===== src/rtl/ps2_pkg.sv =====
// Shared PS/2 constants and the command-sequencer state encoding.
package ps2_pkg;

   localparam logic [7:0] PS2_CMD_SET_LEDS = 8'hED;
   localparam logic [7:0] PS2_RESP_ACK     = 8'hFA;
   localparam logic [7:0] PS2_RESP_RESEND  = 8'hFE;

   typedef enum logic [1:0] {
      StIdle,
      StTxWait,
      StAckWait
   } ps2_cmd_state_e;

endpackage


===== src/rtl/ps2_ack_timer.sv =====
// Saturating response timer; o_expired is high once the count reaches ACK_TIMEOUT-1.
module ps2_ack_timer #(
   parameter int unsigned ACK_TIMEOUT = 500000
) (
   input  logic i_clk,
   input  logic i_rst_n,
   input  logic i_clear,
   input  logic i_en,
   output logic o_expired
);

   localparam int unsigned W = (ACK_TIMEOUT > 1) ? $clog2(ACK_TIMEOUT) : 1;
   localparam logic [W-1:0] LAST = W'(ACK_TIMEOUT - 1);

   logic [W-1:0] r_count;

   always_ff @(posedge i_clk or negedge i_rst_n) begin
      if (!i_rst_n) begin
         r_count <= '0;
      end else if (i_clear) begin
         r_count <= '0;
      end else if (i_en && (r_count != LAST)) begin
         r_count <= r_count + W'(1);
      end
   end

   assign o_expired = (r_count == LAST);

endmodule


===== src/rtl/ps2_led_cmd_ctrl.sv =====
// Sends the PS/2 "Set LEDs" command plus argument with ack/resend/timeout handling,
// and forwards all non-response receive bytes to the keyboard decoder.
module ps2_led_cmd_ctrl
   import ps2_pkg::*;
#(
   parameter int unsigned ACK_TIMEOUT = 500000,
   parameter int unsigned MAX_RETRY   = 3
) (
   input  logic       CLK,
   input  logic       RESET_N,
   input  logic       CMD_REQ,
   input  logic [2:0] LED_STATE,
   output logic [7:0] TX_DATA,
   output logic       TX_START,
   input  logic       TX_DONE,
   input  logic       TX_ERR,
   input  logic [7:0] RX_DATA,
   input  logic       RX_VALID,
   output logic [7:0] KEY_DATA,
   output logic       KEY_VALID,
   output logic       BUSY,
   output logic       ERROR
);

   localparam int unsigned RW = (MAX_RETRY > 0) ? $clog2(MAX_RETRY + 1) : 1;
   localparam logic [RW-1:0] RETRY_LIMIT = RW'(MAX_RETRY);

   ps2_cmd_state_e r_state, w_state_d;
   logic           r_pending, w_pending_d;
   logic           r_phase, w_phase_d;
   logic [RW-1:0]  r_retry, w_retry_d;
   logic [7:0]     r_arg, w_arg_d;
   logic [7:0]     r_tx_data, w_tx_data_d;
   logic           r_tx_start, w_tx_start_d;
   logic [7:0]     r_key_data, w_key_data_d;
   logic           r_key_valid, w_key_valid_d;
   logic           r_busy, w_busy_d;
   logic           r_error, w_error_d;

   logic w_expired;
   logic w_rx_ack;
   logic w_rx_resend;

   ps2_ack_timer #(
      .ACK_TIMEOUT (ACK_TIMEOUT)
   ) u_ack_timer (
      .i_clk     (CLK),
      .i_rst_n   (RESET_N),
      .i_clear   (r_state != StAckWait),
      .i_en      (r_state == StAckWait),
      .o_expired (w_expired)
   );

   assign w_rx_ack    = RX_VALID && (RX_DATA == PS2_RESP_ACK);
   assign w_rx_resend = RX_VALID && (RX_DATA == PS2_RESP_RESEND);

   always_comb begin
      w_state_d     = r_state;
      w_pending_d   = r_pending | CMD_REQ;
      w_phase_d     = r_phase;
      w_retry_d     = r_retry;
      w_arg_d       = r_arg;
      w_tx_data_d   = r_tx_data;
      w_tx_start_d  = 1'b0;
      w_key_data_d  = r_key_data;
      w_key_valid_d = 1'b0;
      w_busy_d      = r_busy;
      w_error_d     = r_error;

      // Responses are only meaningful while waiting for one; elsewhere they are scan data.
      if (RX_VALID && !((r_state == StAckWait) && (w_rx_ack || w_rx_resend))) begin
         w_key_valid_d = 1'b1;
         w_key_data_d  = RX_DATA;
      end

      unique case (r_state)
         StIdle: begin
            if (r_pending || CMD_REQ) begin
               w_arg_d      = {5'b0, LED_STATE};
               w_tx_data_d  = PS2_CMD_SET_LEDS;
               w_tx_start_d = 1'b1;
               w_phase_d    = 1'b0;
               w_retry_d    = '0;
               w_pending_d  = 1'b0;
               w_error_d    = 1'b0;
               w_busy_d     = 1'b1;
               w_state_d    = StTxWait;
            end
         end
         StTxWait, StAckWait: begin
            logic w_retry_evt;
            w_retry_evt = 1'b0;
            if (r_state == StTxWait) begin
               if (TX_ERR) begin
                  w_retry_evt = 1'b1;
               end else if (TX_DONE) begin
                  w_state_d = StAckWait;
               end
            end else if (w_rx_ack) begin
               if (!r_phase) begin
                  w_tx_data_d  = r_arg;
                  w_tx_start_d = 1'b1;
                  w_phase_d    = 1'b1;
                  w_retry_d    = '0;
                  w_state_d    = StTxWait;
               end else begin
                  w_busy_d  = 1'b0;
                  w_state_d = StIdle;
               end
            end else if (w_rx_resend || (!RX_VALID && w_expired)) begin
               w_retry_evt = 1'b1;
            end

            if (w_retry_evt) begin
               if (r_retry < RETRY_LIMIT) begin
                  w_retry_d    = r_retry + RW'(1);
                  w_tx_start_d = 1'b1;
                  w_state_d    = StTxWait;
               end else begin
                  w_error_d = 1'b1;
                  w_busy_d  = 1'b0;
                  w_state_d = StIdle;
               end
            end
         end
         default: w_state_d = StIdle;
      endcase
   end

   always_ff @(posedge CLK or negedge RESET_N) begin
      if (!RESET_N) begin
         r_state     <= StIdle;
         r_pending   <= 1'b0;
         r_phase     <= 1'b0;
         r_retry     <= '0;
         r_arg       <= 8'h00;
         r_tx_data   <= 8'h00;
         r_tx_start  <= 1'b0;
         r_key_data  <= 8'h00;
         r_key_valid <= 1'b0;
         r_busy      <= 1'b0;
         r_error     <= 1'b0;
      end else begin
         r_state     <= w_state_d;
         r_pending   <= w_pending_d;
         r_phase     <= w_phase_d;
         r_retry     <= w_retry_d;
         r_arg       <= w_arg_d;
         r_tx_data   <= w_tx_data_d;
         r_tx_start  <= w_tx_start_d;
         r_key_data  <= w_key_data_d;
         r_key_valid <= w_key_valid_d;
         r_busy      <= w_busy_d;
         r_error     <= w_error_d;
      end
   end

   assign TX_DATA   = r_tx_data;
   assign TX_START  = r_tx_start;
   assign KEY_DATA  = r_key_data;
   assign KEY_VALID = r_key_valid;
   assign BUSY      = r_busy;
   assign ERROR     = r_error;

endmodule


===== config.mk =====
export PLATFORM = sky130hd
export DESIGN_NAME = ps2_led_cmd_ctrl
export DESIGN_NICKNAME = d
export VERILOG_FILES = /design/src/rtl/ps2_pkg.sv /design/src/rtl/ps2_ack_timer.sv /design/src/rtl/ps2_led_cmd_ctrl.sv
export SDC_FILE = /design/constraint.sdc
export NUM_CORES = 1
export LEC_CHECK = 0
export CAP_MARGIN = 40
export CORE_UTILIZATION = 55
export CTS_BUF_LIST = sky130_fd_sc_hd__clkbuf_2 sky130_fd_sc_hd__clkbuf_4 sky130_fd_sc_hd__clkbuf_8
export CTS_CLUSTER_SIZE = 28
export DETAILED_ROUTE_END_ITERATION = 10
export PLACE_DENSITY = 0.82
export SLEW_MARGIN = 20
export SYNTH_ARGS = -nofsm -noshare
export SYNTH_HDL_FRONTEND = slang
export SYNTH_SLANG_ARGS = --single-unit
export TNS_END_PERCENT = 5

===== constraint.sdc =====
create_clock -name CLK -period 2.56 [get_ports CLK]
set_input_delay 0.256 -clock CLK [delete_from_list [all_inputs] [get_ports CLK]]
set_output_delay 0.256 -clock CLK [all_outputs]
set_load 0.01 [all_outputs]

==> results of run 1 <==
==> critical path: stages, from the launching register on <==
cell	delay, ns
dfrtp_1	0.44
nand4_1	0.20
or2_2	0.35
a211oi_4	0.40
or4b_2	0.61
o21ai_0	0.09
==> layout make-up <==
type,instances,area [sq um]
clock buffers,6,76.3
clock inverters,1,5.00
fillers,308,1190
inverters,12,45.0
multi-input cells,156,1090
flip-flops and latches,44,1100
well taps,50,62.6
repair buffers,43,428
==> power by group through the flow <==
stage | sequential, mW | clock (mW) | combinational, mW
floorplan | 0.892 | 0 | 0.526
global placement | 0.880 | 0 | 0.793
detailed placement | 0.882 | 0 | 0.815
CTS | 0.868 | 0.434 | 0.820
global route | 0.879 | 0.458 | 0.916
finish | 0.867 | 0.415 | 0.820
==> state kept, by name, summed over array words and instances (netlist names) <==
signal / flops
BUSY: 1
ERROR: 1
KEY_DATA: 8
KEY_VALID: 1
TX_DATA: 4
TX_START: 1
r_arg: 3
r_pending: 1
r_phase: 1
r_retry: 2
r_state: 2
u_ack_timer.r_count: 19
==> routing by layer <==
layer | GRT usage | share of wire | up-vias
li1 | - | - | 879
met1 | 0.287 | 0.45 | 828
met2 | 0.403 | 0.50 | 38
met3 | 0.0569 | 0.040 | 5
met4 | 0.0771 | 0.0094 | 0
met5 | 0 | 0 | -
==> per-stage QoR <==
step           cell area (sq um)  instances  hold WS, ns  worst slack, ns   util
2_1_floorplan               2280        220      -0.0396            0.461      -
3_3_place_gp                2690        303        0.458            0.398  0.673
3_5_place_dp                2720        304        0.269            0.357  0.680
4_1_cts                     2810        312        0.481            0.392  0.703
5_1_grt                     2810        312        0.518            0.274  0.703
6_report                    2810        312        0.469            0.402  0.703
==> cell families (layout without fill, tap and decap cells) <==
group,count (synthesis),in the layout,share of synthesized area
compound gates,50,50,0.157
simple gates,77,77,0.191
mux,12,12,0.0575
other cells,1,1,0.00164
flops,44,44,0.482
fa+ha+maj,6,6,0.0329
xor+xnor,10,10,0.0384
buf+inv,20,62,0.0394
==> synthesized netlist by cell type (all sizes together), types with 5 or more instances <==
| master | number |
|---|---|
| a21oi | 14 |
| dfrtp | 44 |
| ha | 6 |
| inv | 11 |
| mux2 | 9 |
| nand2 | 16 |
| nand3 | 5 |
| nand4 | 5 |
| nor2 | 21 |
| o21ai | 10 |
| xnor2 | 5 |
| xor2 | 5 |
==> path summary, 6_finish.rpt <==
path	endpoint	start	cells after the start	slack [ns]
worst max-delay path	u_ack_timer.r_count[17]	u_ack_timer.r_count[3]	5	0.40
worst min-delay path	u_ack_timer.r_count[4]	RESET_N	2	0.47
worst max register to register	u_ack_timer.r_count[17]	u_ack_timer.r_count[3]	5	0.40
worst min register to register	KEY_DATA[0]	KEY_DATA[0]	2	0.48
max in group asynchronous	TX_DATA[1]	RESET_N	3	1.60
min in group CLK	KEY_DATA[0]	KEY_DATA[0]	2	0.48
==> results_dict.tcl, run 1 <==
set metrics [dict create \
    hpwl_um 3280 \
    ys_ff_latch 44 \
    min_period_ns 2.16 \
    final_net_count 285 \
    rsz0062_at_grt "false" \
    worst_pin_slew_ns 0.586 \
    insertion_delay_ns 0.29 \
    viasPerCell 5.61 \
    cp_max_fo 9 \
    num_vias 1750 \
    layout-drive-gt1-share 0.137 \
    ir_drop_v 0.000601 \
    cts_tree "built" \
    area_growth_pct 23.1 \
    synthCells 220 \
    cts_resized 0 \
    ios 37 \
    first_iter_violations 71 \
    maxSlewHeadroom 0.606 \
    portBuffers 35 \
    layout_common_cells "dfrtp_1 (44), clkdlybuf4s50_1 (34), nor2_1 (21)" \
    powerDensity_nw_per_um2 748 \
    drc 0 \
    wl_um 4460 \
    grt_max_degree 24 \
    clkPwrFrac 0.197 \
    intPower_mw 1.36 \
    start_kind "flop" \
    clock-sinks 44 \
    ys_warn_count 0 \
    critical_path_class "flop to flop" \
    synth_edf_count 0 \
    final.setup.tns_ns 0 \
    ys.flop_type "dfrtp_1" \
    synth_area_sq_um 2280 \
    avgSynthCellArea_sq_um 10.4 \
    grt_use_total 0.235 \
    clk_path_buf_depth 2 \
    finalHoldViolations 0 \
    crit_required_ns 2.78 \
    synth_nets 243 \
    holdBufCountCts 1 \
    yosysTopAreaCell "dfrtp_1" \
    drv_slew 0 \
    dieArea_sq_um 4410 \
    postRouteAntennaNets 0 \
    grt_remaining_overflow 0 \
    postCtsSetupBuffers 0 \
    ys_seq_area_frac 0.482 \
    sw_frac_of_total 0.351 \
    final_common_cell "dfrtp_1" \
    endpoint_kind "flop" \
    min_path_type "input port to async pin" \
    max_freq_mhz 463 \
    setup_violations 0 \
    gp_congestion 0.850 \
    numCtsBuffers 5 \
    synthArstFlopShare 1.00 \
    core_sq_um 4000 \
    antenna_cells 0 \
    p_total_mw 2.10 \
    seq_power_share 0.413 \
    power_switching_mw 0.737 \
    grt_pass1_vias 1692 \
    timing.max_cap.violations 0 \
    avgRoutedWirePerCell_um 14.3 \
    cts-root-buf "clkbuf_8" \
    dr.pass1.iters 4 \
    min_period_over_period 0.843 \
    initial_core_util 0.571 \
    synth_area_leaders "dfrtp_1 (48%), mux2_2 (4.4%), nor2_1 (3.5%), ha_1 (3.3%), a21oi_1 (3.1%)" \
    grt_first_pass_wirelength_um 7680 \
    skew_ns 0.00632 \
    crit_arrival_ns 2.37 \
    cts_max_level 2 \
    synth_top_area_frac 0.482 \
    status "completed" \
    p_comb_frac 0.390 \
    p_leak_nw 1.16 \
    yosysUniqueCellTypes 55 \
    clkSlewWorstSetupHoldPaths_ns 0.08 \
    antenna_found_initial 0 \
    floorplan.rows 23 \
    die_h_um 66.4 \
    die_x_um 66.4 \
]
Note: power is estimated with default switching activity, not from simulation.
==> inputs of run 2 (changes only) <==
clock period = 2.2 ns   (was 2.56 ns; I/O delays follow)
==> results_dict.tcl, run 2 (synthesized netlist as in run 1, its figures left out) <==
set metrics [dict create \
    min_period_ns 2.10 \
    cts_max_level 2 \
    portBuffers 35 \
    avgRoutedWirePerCell_um 14.5 \
    seq_power_share 0.383 \
    layout_common_cells "dfrtp_1 (44), clkdlybuf4s50_1 (34), nor2_1 (21)" \
    dpl_cell_area_sq_um 2730 \
    final_common_cell "dfrtp_1" \
    ir_drop_v 0.000682 \
    gp_congestion 0.928 \
    postRouteAntennaNets 0 \
    hpwl_um 3440 \
    power_switching_mw 0.881 \
    p_leak_nw 1.19 \
    grt_first_pass_wirelength_um 7800 \
    finalWorstSetupSlack_ns 0.0988 \
    grt_pass1_vias 1724 \
    dpl.cell_count 308 \
    antenna_found_initial 0 \
    worst_pin_slew_ns 0.581 \
    intPower_mw 1.77 \
    start_kind "flop" \
    num_vias 1802 \
    cp_slowest_cell "or4b_4" \
    rsz0062_at_grt "false" \
    min_path_type "input port to async pin" \
    final.setup.tns_ns 0 \
    sw_frac_of_total 0.333 \
    first_iter_violations 90 \
    maxSlewHeadroom 0.610 \
    endpoint_kind "flop" \
    cts_tree "built" \
    insertion_delay_ns 0.30 \
    powerDensity_nw_per_um2 923 \
    fin_util 0.716 \
    critical_path_class "flop to flop" \
    clk_path_buf_depth 2 \
    clkSlewWorstSetupHoldPaths_ns 0.08 \
    crit_arrival_ns 2.28 \
    cts-root-buf "clkbuf_8" \
    status "completed" \
    max_stage_delay_ns 0.56 \
    viasPerCell 5.68 \
    floorplan.rows 23 \
    crit_chain "or4b_4, nor4_4, buf_4, a21o_4, a211oi_1, a221o_1" \
    drc 0 \
    die_h_um 66.4 \
    finalHoldViolations 0 \
    clock-sinks 44 \
    die_x_um 66.4 \
    antenna_cells 0 \
    dieArea_sq_um 4410 \
    crit_required_ns 2.38 \
    grt_use_total 0.242 \
    core_sq_um 4000 \
    min_period_over_period 0.955 \
    final_net_count 289 \
    timing.max_cap.violations 0 \
    wl_um 4590 \
    p_comb_frac 0.362 \
    nFillCells 295 \
    setup_violations 0 \
    stdcell_area_sq_um 2870 \
    largest_register "u_ack_timer.r_count" \
    area_growth_pct 25.5 \
    cp_num_buf_inv 1 \
    max_freq_mhz 476 \
    cp_top_family "simple AND/OR/NAND/NOR gates" \
    final_cells 317 \
    place_ws_ns 0.0923 \
    ios 37 \
    numCtsBuffers 5 \
    layout-drive-gt1-share 0.154 \
    grt_max_degree 27 \
    clkPwrFrac 0.254 \
    dr.pass1.iters 4 \
    cp_max_fo 9 \
    initial_core_util 0.571 \
    skew_ns 0.00814 \
    grt_remaining_overflow 0 \
    drv_slew 0 \
    largest_reg_flops 19 \
]
-- run 2: power groups by stage --
stage               combinational, mW  sequential [mW]  clock, mW
detailed placement              0.958             1.03          0
finish                          0.959             1.01      0.673
global route                     1.07             1.03      0.720
global placement                0.932             1.02          0
CTS                             0.965             1.02      0.686
floorplan                       0.612             1.04          0
-- run 2: metal layers --
layer / track usage / vias to the layer above / wire (um)
met3: 0.0655 / 5 / 162
met2: 0.409 / 38 / 2300
met5: 0 / - / 0
li1: - / 884 / -
met4: 0.0878 / 0 / 68
met1: 0.295 / 875 / 2060
-- run 2: area by class of cell --
class                   instances  area, sq um  area share
flip-flops and latches         44         1100       0.384
multi-input cells             156         1090       0.381
inverters                      12         45.0      0.0157
well taps                      50         62.6      0.0218
clock inverters                 1         30.0      0.0105
clock buffers                   7         96.3      0.0336
repair buffers                 47          438       0.153
-- run 2: path summary, 6_finish.rpt --
kind / start / endpoint / slack [ns] / cells past startpoint
hold reg to reg: KEY_DATA[2] / KEY_DATA[2] / 0.50 / 2
hold / removal: RESET_N / u_ack_timer.r_count[4] / 0.45 / 2
setup / recovery: u_ack_timer.r_count[14] / r_retry[1] / 0.1 / 6
max in group asynchronous: RESET_N / r_phase / 1.19 / 3
setup reg to reg: u_ack_timer.r_count[14] / r_retry[1] / 0.1 / 6
min in group CLK: RX_DATA[0] / KEY_DATA[0] / 0.48 / 3
-- run 2: repair_timing --
item                                    CTS  global route
setup buffers                             0             0
gates resized for setup                   0             0
endpoints found under the hold margin    24             0
endpoints found under the setup margin    0             1
hold buffers                              1             0
-- run 2: per-stage QoR --
step / hold slack, ns / power [mW]
6_report: 0.446 / 2.65
5_1_grt: 0.504 / 2.82
4_1_cts: 0.451 / 2.67
3_5_place_dp: 0.255 / 1.99
3_3_place_gp: 0.243 / 1.96
2_1_floorplan: -0.0756 / 1.65
==> inputs of run 3 (changes only) <==
CORE_UTILIZATION = 45   (was 55)
PLACE_DENSITY = 0.69   (was 0.82)
==> results_dict.tcl, run 3 (synthesized netlist as in run 1, its figures left out) <==
set metrics [dict create \
    status "completed" \
    hpwl_um 3470 \
    clock-sinks 44 \
    p_leak_nw 1.21 \
    postRouteAntennaNets 0 \
    cts_tree "built" \
    max_stage_delay_ns 0.55 \
    nFillCells 417 \
    min_path_type "input port to async pin" \
    endpoint_kind "flop" \
    layout_common_cells "dfrtp_1 (44), clkdlybuf4s50_1 (34), nor2_1 (21)" \
    antenna_found_initial 0 \
    cts_max_level 2 \
    grt_pass1_vias 1812 \
    crit_required_ns 2.37 \
    cts-root-buf "clkbuf_8" \
    skew_ns 0.00800 \
    portBuffers 35 \
    num_vias 1813 \
    final_common_cell "dfrtp_1" \
    clkSlewWorstSetupHoldPaths_ns 0.08 \
    initial_core_util 0.474 \
    grt_use_total 0.203 \
    gp_congestion 0.851 \
    rsz0062_at_grt "false" \
    ir_drop_v 0.000578 \
    seqCellArea_sq_um 1100 \
    crit_chain "or4b_4, nor4_4, buf_4, a21o_4, o21ai_0, mux2i_1" \
    die_x_um 73.2 \
    insertion_delay_ns 0.29 \
    first_iter_violations 97 \
    largest_reg_flops 19 \
    powerDensity_nw_per_um2 909 \
    numCtsBuffers 5 \
    grt_remaining_overflow 0 \
    power_switching_mw 0.885 \
    setup_violations 0 \
    final.setup.tns_ns 0 \
    die_h_um 73.2 \
    clkPwrFrac 0.254 \
    max_freq_mhz 486 \
    p_total_mw 2.66 \
    crit_arrival_ns 2.22 \
    postCtsSetupBuffers 0 \
    cp_max_fo 9 \
    multi_input_area_sq_um 1090 \
    finalHoldViolations 0 \
    drc 0 \
    clk_path_buf_depth 2 \
    grt_first_pass_wirelength_um 8380 \
    p_comb_frac 0.367 \
    sw_frac_of_total 0.332 \
    timing.max_cap.violations 0 \
    antenna_cells 0 \
    min_period_ns 2.06 \
    dieArea_sq_um 5360 \
    avgRoutedWirePerCell_um 13.7 \
    viasPerCell 5.35 \
    start_kind "flop" \
    final_net_count 294 \
    core_sq_um 4820 \
    intPower_mw 1.78 \
    floorplan.rows 25 \
    layout-drive-gt1-share 0.173 \
    drv_slew 0 \
    grt_max_degree 21 \
    area_growth_pct 28.2 \
    critical_path_class "flop to flop" \
    wl_um 4660 \
    min_period_over_period 0.935 \
    seq_power_share 0.380 \
    ios 37 \
    largest_register "u_ack_timer.r_count" \
    dr.pass1.iters 4 \
    cp_slowest_cell "or4b_4" \
]
[run 3: what timing repair did]
action	in CTS	in global routing
setup endpoints to repair	0	1
hold buffers	1	0
gates resized for setup	0	1
endpoints found under the hold margin	11	0
[run 3: path summary, 6_finish.rpt]
path,start,endpoint,slack [ns],depth (start not counted)
min reg2reg,KEY_DATA[0],KEY_DATA[0],0.48,2
max in group asynchronous,RESET_N,KEY_DATA[6],1.29,3
min,RESET_N,u_ack_timer.r_count[7],0.34,2
max,u_ack_timer.r_count[14],r_state[1],0.14,6
max reg2reg,u_ack_timer.r_count[14],r_state[1],0.14,6
min in group CLK,KEY_DATA[0],KEY_DATA[0],0.48,2
[run 3: per-stage QoR]
stage	cell area, sq um	util	worst slack, ns	instances	hold slack [ns]
6_report	2930	0.608	0.144	339	0.335
5_1_grt	2930	0.608	0.00428	339	0.355
4_1_cts	2920	0.607	0.149	339	0.335
3_5_place_dp	2790	0.579	0.145	330	0.119
3_3_place_gp	2790	0.579	0.128	330	0.118
2_1_floorplan	2280	-	0.101	220	-0.0756
[run 3: metal layers]
layer	share of wire	vias up	GRT usage	routed length, um
met1	0.48	872	0.283	2210
met3	0.036	9	0.0456	166
met2	0.47	35	0.312	2190
li1	-	897	-	-
met4	0.019	0	0.0697	88
met5	0	-	0	0
[run 3: area by class of cell]
cell class,instances,area share
inverters,12,0.0154
clock inverters,1,0.0103
clock buffers,7,0.0329
repair buffers,52,0.162
flip-flops and latches,44,0.376
well taps,67,0.0286
multi-input cells,156,0.374
[run 3: worst max-delay path: cells and delay by family (launching register included)]
family / cells / cell delay (ns)
buffers and inverters: 1 / 0.21
multiplexers: 1 / 0.16
AO/OA/AOI/OAI: 2 / 0.32
flip-flops: 1 / 0.41
AND/OR/NAND/NOR: 2 / 0.82
[run 3: power by group through the flow]
stage / Clock (mW) / Combinational, mW / Sequential, mW
global placement: 0 / 0.961 / 1.02
floorplan: 0 / 0.612 / 1.04
detailed placement: 0 / 0.973 / 1.03
CTS: 0.691 / 0.978 / 1.01
finish: 0.676 / 0.976 / 1.01
global route: 0.725 / 1.10 / 1.03
